## src/rtl/tx_frame_padder.sv

```systemverilog
// Transmit-path frame padder: extends frames shorter than MIN_BYTES with PAD_BYTE, 1-cycle registered output.
// Define TX_PAD_STATS_EN to build the stat_frames / stat_padded counters; otherwise both ports read 0.
module tx_frame_padder #(
  parameter int          MIN_BYTES = 60,
  parameter logic [7:0]  PAD_BYTE  = 8'h00
) (
  input  logic        user_clk,
  input  logic        reset,
  input  logic [63:0] s_axis_tdata,
  input  logic [7:0]  s_axis_tkeep,
  input  logic        s_axis_tvalid,
  input  logic        s_axis_tlast,
  output logic        s_axis_tready,
  output logic [63:0] m_axis_tdata,
  output logic [7:0]  m_axis_tkeep,
  output logic        m_axis_tvalid,
  output logic        m_axis_tlast,
  input  logic        m_axis_tready,
  output logic [31:0] stat_frames,
  output logic [31:0] stat_padded
);

  typedef enum logic {PASS = 1'b0, PAD = 1'b1} state_t;

  localparam int         END_BEAT_I = (MIN_BYTES + 7) / 8 - 1;
  localparam int         END_BYTES  = MIN_BYTES - 8 * END_BEAT_I;
  localparam int         END_KEEP_I = (1 << END_BYTES) - 1;
  localparam logic [7:0] END_BEAT   = 8'(END_BEAT_I);
  localparam logic [7:0] END_KEEP   = 8'(END_KEEP_I);
  localparam logic [11:0] MIN_W     = 12'(MIN_BYTES);

  state_t      state_q, state_d;
  logic [7:0]  beat_cnt_q, beat_cnt_d;
  logic [63:0] data_q, data_d;
  logic [7:0]  keep_q, keep_d;
  logic        last_q, last_d;
  logic        valid_q;

  logic        free, accept, pad_gen, load;
  logic [3:0]  kcnt;
  logic [11:0] bytes_so_far;
  logic        short_last;

  assign free          = ~valid_q | m_axis_tready;
  assign s_axis_tready = free & (state_q == PASS);
  assign accept        = s_axis_tvalid & s_axis_tready;
  assign pad_gen       = free & (state_q == PAD);
  assign load          = accept | pad_gen;

  always_comb begin
    kcnt = 4'd0;
    for (int i = 0; i < 8; i++) kcnt = kcnt + {3'b000, s_axis_tkeep[i]};
  end

  assign bytes_so_far = {1'b0, beat_cnt_q, 3'b000} + {8'd0, kcnt};
  assign short_last   = s_axis_tlast & (bytes_so_far < MIN_W);

  always_comb begin
    data_d  = s_axis_tdata;
    keep_d  = s_axis_tkeep;
    last_d  = s_axis_tlast;
    state_d = state_q;
    if (state_q == PAD) begin
      data_d = {8{PAD_BYTE}};
      if (beat_cnt_q == END_BEAT) begin
        keep_d  = END_KEEP;
        last_d  = 1'b1;
        state_d = PASS;
      end else begin
        keep_d = 8'hFF;
        last_d = 1'b0;
      end
    end else if (short_last) begin
      for (int i = 0; i < 8; i++)
        if (!s_axis_tkeep[i]) data_d[i*8 +: 8] = PAD_BYTE;
      // tkeep is contiguous, so OR-ing keeps a wider original mask intact
      if (beat_cnt_q == END_BEAT) begin
        keep_d = s_axis_tkeep | END_KEEP;
      end else begin
        keep_d  = 8'hFF;
        last_d  = 1'b0;
        state_d = PAD;
      end
    end
  end

  always_comb begin
    if (last_d)                  beat_cnt_d = 8'd0;
    else if (beat_cnt_q == 8'hFF) beat_cnt_d = 8'hFF;
    else                         beat_cnt_d = beat_cnt_q + 8'd1;
  end

  always_ff @(posedge user_clk) begin
    if (reset) begin
      state_q    <= PASS;
      beat_cnt_q <= 8'd0;
      data_q     <= 64'd0;
      keep_q     <= 8'd0;
      last_q     <= 1'b0;
      valid_q    <= 1'b0;
    end else if (load) begin
      state_q    <= state_d;
      beat_cnt_q <= beat_cnt_d;
      data_q     <= data_d;
      keep_q     <= keep_d;
      last_q     <= last_d;
      valid_q    <= 1'b1;
    end else if (m_axis_tready) begin
      valid_q    <= 1'b0;
    end
  end

  assign m_axis_tdata  = data_q;
  assign m_axis_tkeep  = keep_q;
  assign m_axis_tlast  = last_q;
  assign m_axis_tvalid = valid_q;

`ifdef TX_PAD_STATS_EN
  logic        padded_d, padded_q;
  logic [31:0] frames_q, pads_q;

  // padded_q tags the beat currently in the output register as belonging to a padded frame
  assign padded_d = (state_q == PAD) | short_last;

  always_ff @(posedge user_clk) begin
    if (reset) begin
      padded_q <= 1'b0;
      frames_q <= 32'd0;
      pads_q   <= 32'd0;
    end else begin
      if (load) padded_q <= padded_d;
      if (valid_q & m_axis_tready & last_q) begin
        frames_q <= frames_q + 32'd1;
        if (padded_q) pads_q <= pads_q + 32'd1;
      end
    end
  end

  assign stat_frames = frames_q;
  assign stat_padded = pads_q;
`else
  assign stat_frames = 32'd0;
  assign stat_padded = 32'd0;
`endif

endmodule

```

## config.mk

```make
export PLATFORM = sky130hd
export DESIGN_NAME = tx_frame_padder
export DESIGN_NICKNAME = d
export VERILOG_FILES = /design/src/rtl/tx_frame_padder.sv
export SDC_FILE = /design/constraint.sdc
export NUM_CORES = 1
export LEC_CHECK = 0
export CELL_PAD_IN_SITES_DETAIL_PLACEMENT = 0
export CELL_PAD_IN_SITES_GLOBAL_PLACEMENT = 1
export CORE_AREA = 2 2 115 117
export DETAILED_ROUTE_END_ITERATION = 8
export DIE_AREA = 0 0 117 119
export PLACE_DENSITY = 0.82
export SYNTH_ARGS = -nofsm -noshare
export SYNTH_HDL_FRONTEND = slang
export SYNTH_SLANG_ARGS = --single-unit
export TNS_END_PERCENT = 1
```

## constraint.sdc

```tcl
create_clock -name user_clk -period 10.98 [get_ports user_clk]
set_clock_uncertainty 0.2 [all_clocks]
set_input_delay 1.647 -clock user_clk [delete_from_list [all_inputs] [get_ports user_clk]]
set_output_delay 1.647 -clock user_clk [all_outputs]
set_load 0.1 [all_outputs]
```

==> results of run 1 <==
[per-stage QoR]
step,hold slack [ns],std cells
6_report,0.2753,684
5_1_grt,0.2952,683
4_1_cts,0.2828,683
3_5_place_dp,0.2632,667
3_3_place_gp,0.2601,667
2_1_floorplan,0.2861,419
[cell usage after synthesis (3+ instances only)]
library cell   n
inv_1         15
a311oi_1       4
fa_1           3
clkbuf_1      11
nor2_1        15
nand4_1        5
nor4_1         3
nor3_1         4
nand2_1        3
dfxtp_1       83
nand3_1        4
and3_1         3
buf_2          5
buf_4         65
a22o_1        64
o21ai_0       12
a21oi_1       12
ha_1           3
a21oi_2        7
[per-layer routing]
layer  vias to the layer above  GRT usage (%)  wire length (um)
li1                       1461              -                 -
met1                      1435          15.59              4064
met3                        15          4.071               802
met2                       131          24.02              4933
met5                         -              0                 0
met4                         0          5.588               197
[critical path, stage by stage]
cell and delay, ns:
clkdlybuf4s50_1 0.46, fa_1 0.55, inv_1 0.05, fa_1 0.45, fa_1 0.37, inv_1 0.07
ha_1 0.21, and3b_1 0.24, or2_2 0.30, a32oi_1 0.30, nor4b_2 0.08, buf_4 0.19
a21oi_1 0.60, a22o_1 0.23
[kinds of logic after synthesis]
| group | after synthesis | synth area share [%] |
|---|---|---|
| AOI/OAI and AO/OA | 115 | 25.36 |
| buffers and inverters | 98 | 17.32 |
| DFF | 83 | 46.02 |
| and+or+nand+nor | 50 | 7.693 |
| adders and majority gates | 6 | 2.703 |
| muxes | 2 | 0.5544 |
| other | 1 | 0.1039 |
| xor gates and xnor gates | 1 | 0.2426 |
[state kept, by name (all words and copies together), names as in the netlist]
register       count
beat_cnt_q         8
m_axis_tdata      64
m_axis_tkeep       8
m_axis_tlast       1
m_axis_tvalid      1
state_q            1
[worst paths after layout]
| kind | startpoint | to | slack, ns | depth (start not counted) |
|---|---|---|---|---|
| max | s_axis_tkeep[0] | m_axis_tdata[30] | 5.30 | 14 |
| min | m_axis_tdata[53] | m_axis_tdata[53] | 0.28 | 1 |
| max reg2reg | beat_cnt_q[0] | m_axis_tdata[30] | 8.27 | 8 |
| min reg2reg | m_axis_tdata[53] | m_axis_tdata[53] | 0.28 | 1 |
[power breakdown]
group / internal, mW / total [mW] / switching [mW]
Sequential: 0.323 / 0.336 / 0.0129
Clock: 0.160 / 0.282 / 0.121
Combinational: 0.0788 / 0.370 / 0.291
[area by class of cell]
class / count / area [sq um] / share of cell area [%]
Sequential cell: 83 / 1662 / 31.17
Timing Repair Buffer: 155 / 1541 / 28.92
Tap cell: 176 / 220.2 / 4.131
Clock buffer: 11 / 242.7 / 4.554
Antenna cell: 1 / 2.502 / 0.04695
Inverter: 15 / 56.30 / 1.056
Multi-Input combinational cell: 238 / 1568 / 29.41
Clock inverter: 5 / 37.54 / 0.7042
==> impl_metrics.ini, run 1 <==
[floorplan]
start_util_pct = 28.05
ioPinCount = 216
die_h_um = 119
die_w_um = 117
die_area_sq_mm = 0.01392
core_sq_mm = 0.01287
core.rowCount = 42

[power_and_ir_drop]
p_total_uw = 987.1
ir_drop_mv = 0.07229
p_leak_nw = 2.141
powerDensity_mw_per_mm2 = 185.2

[synthesis]
syn_inst = 356
synth-main-ff-cell = dfxtp_1
synth_top_area_share_pct = 46.02
synth_edf_count = 0
synth_area_leaders = dfxtp_1 (46%), a22o_1 (16%), buf_4 (14%), a21oi_2 (1.7%), a21oi_1 (1.7%)
yosys.area.top_type = dfxtp_1
avgSynthCellArea_sq_um = 10.14
ys_ff_latch = 83
synth_area_sq_mm = 0.003611
ys_warn_count = 0
yosys.cell_types.count = 48
synth_seq_area_share_pct = 46.02
async_flop_share_pct = 0

[cts]
cts-root-buf = clkbuf_16
path_clk_slew_ns = 0.06
cts.repair.resized = 0
clk_latency_ns = 0.33
cts_made_buffers = 9
cts_hold_buffers = 0
cts_max_path_buffers = 2
htreeDepth = 3
cts_sinks = 83
cts_tree = done
cts_setup_buffers = 0

[placement]
post-place-ws_ns = 4.900
hpwl_um = 7673
port_buffers = 151
place_congestion = 0.8149
place_area_sq_mm = 0.005047

[timing]
finalHoldViolCount = 0
max_freq_mhz = 176.0
slew_headroom_pct = 32.49
setup_violations = 0
fin_crit_sh_pct = 51.74
period_needed_ns = 5.681
grt_setup_unrepaired = no
finalWorstSetupSlack_ns = 5.299
tightest_slew_ns = 1.009
slew_viol_final = 0
fin_setup_tns_ns = 0

[cells_and_area]
final_nets = 585
fin_area_sq_mm = 0.005330
layout_commonest_cell = clkdlybuf4s50_1
final_cell_mix = clkdlybuf4s50_1 (151), dfxtp_1 (83), a22o_1 (64), conb_1 (64), inv_1 (15)
fill_cells = 1298
syn2layout_area_growth_pct = 47.61
drive_gt1_share_pct = 6.706
finish.utilization_pct = 41.40

[worst_setup_path]
cp-end-kind = flip-flop
cp.required_ns = 11.05
cp_max_fo = 11
crit_path_start_kind = input port
cp.arrival_ns = 5.75
crit_type = input port to flip-flop

[run]
cap_violations = 0

[global_route]
grt_util_all_layers_pct = 13.82
grt_max_degree = 65
overflow = 0
grt_pass1_wl_um = 14960
grt_pass1_vias = 2934
grt_antenna_before_repair = 1

[routing]
vias = 3042
routedWlPerCell_um = 14.62
drt_wl_total_um = 9999
viasPerCell = 4.447
antenna_left = 0
drt_pass1_iterations = 4
first_iter_violations = 138
drc = 0

[run_status]
status = completed

[worst_hold_path]
hold_path.class = flip-flop to flip-flop
Note: power is estimated with default switching activity, not from simulation.
==> run 2, diff against run 1 <==
--- a/config.mk
+++ b/config.mk
@@ -7,10 +7,10 @@
 export LEC_CHECK = 0
 export CELL_PAD_IN_SITES_DETAIL_PLACEMENT = 0
 export CELL_PAD_IN_SITES_GLOBAL_PLACEMENT = 1
-export CORE_AREA = 2 2 115 117
+export CORE_AREA = 2 2 126 128
 export DETAILED_ROUTE_END_ITERATION = 8
-export DIE_AREA = 0 0 117 119
-export PLACE_DENSITY = 0.82
+export DIE_AREA = 0 0 128 130
+export PLACE_DENSITY = 0.72
 export SYNTH_ARGS = -nofsm -noshare
 export SYNTH_HDL_FRONTEND = slang
 export SYNTH_SLANG_ARGS = --single-unit
==> constraint.sdc (replaced) <==
create_clock -name user_clk -period 5.1 [get_ports user_clk]
set_clock_uncertainty 0.2 [all_clocks]
set_input_delay 0.765 -clock user_clk [delete_from_list [all_inputs] [get_ports user_clk]]
set_output_delay 0.765 -clock user_clk [all_outputs]
set_load 0.1 [all_outputs]
==> run 2 against run 1 <==
- critical path depth is the same
- design area grew 0.59%
- highest routed layer unchanged
- via count increased by 0.59%
- clock-buffer cell count decreased by 2
- die area increased by 20%
- non-clock buffer count up 2
==> impl_metrics.ini, run 2 (synthesis gave the netlist of run 1 again) <==
[timing]
tightest_slew_ns = 1.015
finalHoldViolCount = 0
grt_setup_unrepaired = no
fin_setup_tns_ns = 0
fin_crit_sh_pct = 89.50
slew_headroom_pct = 32.15
slew_viol_final = 0
period_needed_ns = 4.565
max_freq_mhz = 219.1
setup_violations = 0

[run]
cap_violations = 0

[cts]
clk_latency_ns = 0.34
cts_max_path_buffers = 2
path_clk_slew_ns = 0.07
cts_made_buffers = 9
cts_setup_buffers = 0
cts.repair.resized = 0
cts_hold_buffers = 0
htreeDepth = 3
cts-root-buf = clkbuf_16
cts_sinks = 83
cts_tree = done

[floorplan]
start_util_pct = 23.41
die_w_um = 128
die_area_sq_mm = 0.01664
die_h_um = 130
core_sq_mm = 0.01542
core.rowCount = 46
ioPinCount = 216

[worst_setup_path]
regToRegEndpoint = m_axis_tdata[25]
cp-end-kind = flip-flop
cp_max_fo = 11
rr_startpoint = beat_cnt_q[0]
cp.required_ns = 5.18
endpoint = m_axis_tdata[20]
reg2reg_setup_slack_ns = 2.55
r2r_cells = 9
worstSetupStartpoint = s_axis_tkeep[0]
crit_path_start_kind = input port
crit_type = input port to flip-flop
cp.arrival_ns = 4.65

[placement]
place_congestion = 0.7892
port_buffers = 151
place_area_sq_mm = 0.005082
hpwl_um = 7861

[cells_and_area]
largest_register_ffs = 64
syn2layout_area_growth_pct = 48.48
layout_commonest_cell = clkdlybuf4s50_1
final_nets = 587
final_cell_mix = clkdlybuf4s50_1 (151), dfxtp_1 (83), a22o_1 (64), conb_1 (64), inv_1 (15)
drive_gt1_share_pct = 7.269
fin_area_sq_mm = 0.005361

[power_and_ir_drop]
p_leak_nw = 2.152
switching_share_pct = 43.71
p_int_mw = 1.198
p_switching_uw = 930.3
seqPwrFrac_pct = 33.9
ir_drop_mv = 0.1461
clockPowerShare_pct = 28.6
combPwrFrac_pct = 37.5
powerDensity_mw_per_mm2 = 397.0

[routing]
antenna_left = 0
viasPerCell = 4.359
routedWlPerCell_um = 14.49
drt_wl_total_um = 10180
drc = 0
drt_pass1_iterations = 4
vias = 3060
first_iter_violations = 144

[global_route]
grt_pass1_wl_um = 15080
overflow = 0
grt_pass1_vias = 2832
grt_antenna_before_repair = 1
grt_max_degree = 40
grt_util_all_layers_pct = 11.75

[run_status]
status = completed

[worst_hold_path]
hold_path.class = flip-flop to flip-flop
## run 2: critical path: stages
cell and delay, ns:
clkdlybuf4s50_1 0.46, fa_1 0.55, inv_1 0.05, fa_1 0.44
fa_1 0.37, inv_1 0.06, ha_1 0.21, and3b_1 0.24
or2_2 0.30, a32oi_1 0.27, nor4b_2 0.08, buf_4 0.20
a21oi_2 0.44, a22o_1 0.20
## run 2: worst min-delay path by stage
stage / from / to / slack, ns / cells after the start
after detailed placement: m_axis_tdata[30] / m_axis_tdata[30] / 0.26 / 1
after global routing: m_axis_tdata[29] / m_axis_tdata[29] / 0.29 / 1
after global placement: m_axis_tdata[10] / m_axis_tdata[10] / 0.26 / 1
after floorplan: beat_cnt_q[1] / beat_cnt_q[1] / 0.29 / 2
final: m_axis_tdata[44] / m_axis_tdata[44] / 0.28 / 1
after CTS: m_axis_tdata[13] / m_axis_tdata[13] / 0.28 / 1
## run 2: per-layer routing
layer  vias to the layer above  GRT usage [%]  share of wire, %
met5                         -              0                 0
met3                        17          4.469               7.5
li1                       1467              -                 -
met4                         0          4.525               2.0
met2                       129          18.75                49
met1                      1447          14.44                42
## run 2: cell type report
cell class	instances	area, sq um
Fill cell	1538	10060
Sequential cell	83	1662
Multi-Input combinational cell	238	1568
Timing Repair Buffer	157	1556
Tap cell	192	240.2
Clock buffer	9	225.2
Inverter	15	56.30
Clock inverter	7	51.30
Antenna cell	1	2.502
## run 2: stage by stage
stage                     setup WS, ns  std cells  power, mW  utilization [%]  hold WS [ns]
after floorplan                 0.9800        419      1.389                -        0.2861
after global placement          0.1977        685      1.531            32.95        0.2603
after detailed placement        0.1474        685      1.536            32.95        0.2627
after CTS                       0.5107        701      2.158            34.74        0.2814
after global routing            0.2780        701      2.210            34.74        0.2896
final                           0.5353        702      2.128            34.76        0.2762
## run 2: power groups by stage
| stage | clock network, mW | registers, mW | logic (mW) |
|---|---|---|---|
| CTS | 0.634 | 0.722 | 0.802 |
| finish | 0.608 | 0.721 | 0.798 |
| detailed placement | 0 | 0.736 | 0.800 |
| floorplan | 0 | 1.04 | 0.349 |
| global route | 0.656 | 0.727 | 0.827 |
| global placement | 0 | 0.736 | 0.795 |
==> run 3, diff against run 2 <==
--- a/config.mk
+++ b/config.mk
@@ -7,9 +7,9 @@
 export LEC_CHECK = 0
 export CELL_PAD_IN_SITES_DETAIL_PLACEMENT = 0
 export CELL_PAD_IN_SITES_GLOBAL_PLACEMENT = 1
-export CORE_AREA = 2 2 126 128
+export CORE_AREA = 2 2 141 115
 export DETAILED_ROUTE_END_ITERATION = 8
-export DIE_AREA = 0 0 128 130
+export DIE_AREA = 0 0 143 117
 export PLACE_DENSITY = 0.72
 export SYNTH_ARGS = -nofsm -noshare
 export SYNTH_HDL_FRONTEND = slang
==> run 3 against run 2 <==
- combinational power is essentially flat
- sequential power is essentially flat
- global-route usage grew 0.075 points
- wire length grew 0.96%
- first-iteration DRC count shrank 0.69%
- critical path depth is the same
- sequential share of layout area shrank 0.18 points
- flip-flop and latch count is the same
- via count shrank 0.82%
- design area grew 0.58%
- register-to-register slack lost 0.10 ns
- non-clock buffer count shrank 1
==> impl_metrics.ini, run 3 (synthesis gave the netlist of run 1 again) <==
[placement]
port_buffers = 151
place_congestion = 0.7943
dp_cells = 707
hpwl_um = 7764

[cts]
cts_sinks = 83
cts_tree = done
cts.repair.resized = 0
htreeDepth = 3
clk_latency_ns = 0.34
cts_made_buffers = 9
cts_hold_buffers = 0
cts-root-buf = clkbuf_16
path_clk_slew_ns = 0.06
cts_setup_buffers = 0
cts_max_path_buffers = 2

[power_and_ir_drop]
p_int_mw = 1.222
p_switching_uw = 928.6
switching_share_pct = 43.18
p_total_mw = 2.151
p_leak_nw = 2.149
combPwrFrac_pct = 37.2
powerDensity_mw_per_mm2 = 398.8
ir_drop_mv = 0.1358
seqPwrFrac_pct = 33.6
clockPowerShare_pct = 29.2

[global_route]
grt_pass1_vias = 2865
grt_pass1_wl_um = 15090
grt_util_all_layers_pct = 11.83
grt_antenna_before_repair = 0
overflow = 0
grt_max_degree = 39

[routing]
first_iter_violations = 143
routedWlPerCell_um = 14.21
drt_wl_total_um = 10270
viasPerCell = 4.198
drt_pass1_iterations = 4
vias = 3035
drc = 0
antenna_left = 0

[cells_and_area]
largest_register_ffs = 64
layout_commonest_cell = clkdlybuf4s50_1
final_cell_mix = clkdlybuf4s50_1 (151), dfxtp_1 (83), a22o_1 (64), conb_1 (64), inv_1 (15)
fill_cells = 1571
stdcell_count = 723
final_nets = 586
finish.utilization_pct = 34.92
syn2layout_area_growth_pct = 49.34
antenna_cells = 0
drive_gt1_share_pct = 7.087

[worst_setup_path]
cp_cell_sequence = clkdlybuf4s50_1, fa_1, inv_1, fa_1, fa_1, inv_1, ha_1, and3b_1, or2_2, a32oi_1, nor4b_2, buf_4, a21oi_2, a22o_1
cp_max_fo = 11
cpMostUsedCell = fa_1
cpPeakStageDelay_ns = 0.55
crit_type = input port to flip-flop
crit_family = adder cells
crit_path_start_kind = input port
worstSetupStartpoint = s_axis_tkeep[0]
critical_path.slowest_cell = fa_1
rr_startpoint = beat_cnt_q[0]
cp.buffers_inverters = 4
cp.required_ns = 5.19
cp-end-kind = flip-flop
cp.arrival_ns = 4.69

[floorplan]
die_h_um = 117
core_sq_mm = 0.01544
ioPinCount = 216
core.rowCount = 41
die_area_sq_mm = 0.01673
die_w_um = 143
start_util_pct = 23.39

[timing]
period_needed_ns = 4.608
fin_crit_sh_pct = 90.36
tightest_slew_ns = 1.023
slew_viol_final = 0
finalHoldViolCount = 0
fin_setup_tns_ns = 0
setup_violations = 0
slew_headroom_pct = 31.59
grt_setup_unrepaired = no
max_freq_mhz = 217.0

[run]
cap_violations = 0

[run_status]
status = completed

[worst_hold_path]
hold_path.class = flip-flop to flip-flop
hold_start = m_axis_tdata[34]
## run 3: cell count changes in the layout (fill, tap and decap cells not counted)
| cell | previous run | this run |
|---|---|---|
| buf_4 | 6 | 5 |
| clkbuf_8 | 0 | 2 |
| clkinv_2 | 2 | 1 |
| clkinvlp_4 | 2 | 3 |
| diode_2 | 1 | 0 |
| inv_6 | 3 | 1 |
## run 3: path summary, 6_finish.rpt
kind	slack [ns]	depth (start not counted)	endpoint
worst min register to register	0.28	1	m_axis_tdata[34]
worst max register to register	2.45	9	m_axis_tdata[25]
worst min-delay path	0.28	1	m_axis_tdata[34]
worst max-delay path	0.49	14	m_axis_tdata[5]
## run 3: final cells by class
| cell class | count | area, sq um | share of cell area [%] |
|---|---|---|---|
| well taps | 215 | 269.0 | 4.988 |
| inverters | 15 | 56.30 | 1.044 |
| multi-input cells | 238 | 1568 | 29.07 |
| flip-flops and latches | 83 | 1662 | 30.81 |
| clock inverters | 5 | 36.28 | 0.6729 |
| clock buffers | 11 | 252.7 | 4.687 |
| repair buffers | 156 | 1549 | 28.72 |
## run 3: stage by stage
| step | instance area (sq um) | setup slack (ns) | hold slack (ns) |
|---|---|---|---|
| 6_report | 5393 | 0.4917 | 0.2769 |
| 5_1_grt | 5393 | 0.3006 | 0.2887 |
| 4_1_cts | 5393 | 0.4503 | 0.2825 |
| 3_5_place_dp | 5104 | 0.09061 | 0.2632 |
| 3_3_place_gp | 5104 | 0.2468 | 0.2601 |
| 2_1_floorplan | 3847 | 0.9800 | 0.2861 |
## run 3: metal layers
layer	global-route usage, %	vias to the layer above	wire length, um
met3	4.801	11	871
met4	4.026	0	143
met2	18.34	141	4669
met1	15.00	1420	4588
li1	-	1463	-
met5	0	-	0
## run 3: power groups by stage
stage / combinational (mW) / sequential (mW) / clock [mW]
after global placement: 0.796 / 0.735 / 0
after CTS: 0.802 / 0.723 / 0.657
after global routing: 0.828 / 0.728 / 0.682
after floorplan: 0.349 / 1.04 / 0
final: 0.799 / 0.723 / 0.629
after detailed placement: 0.800 / 0.737 / 0
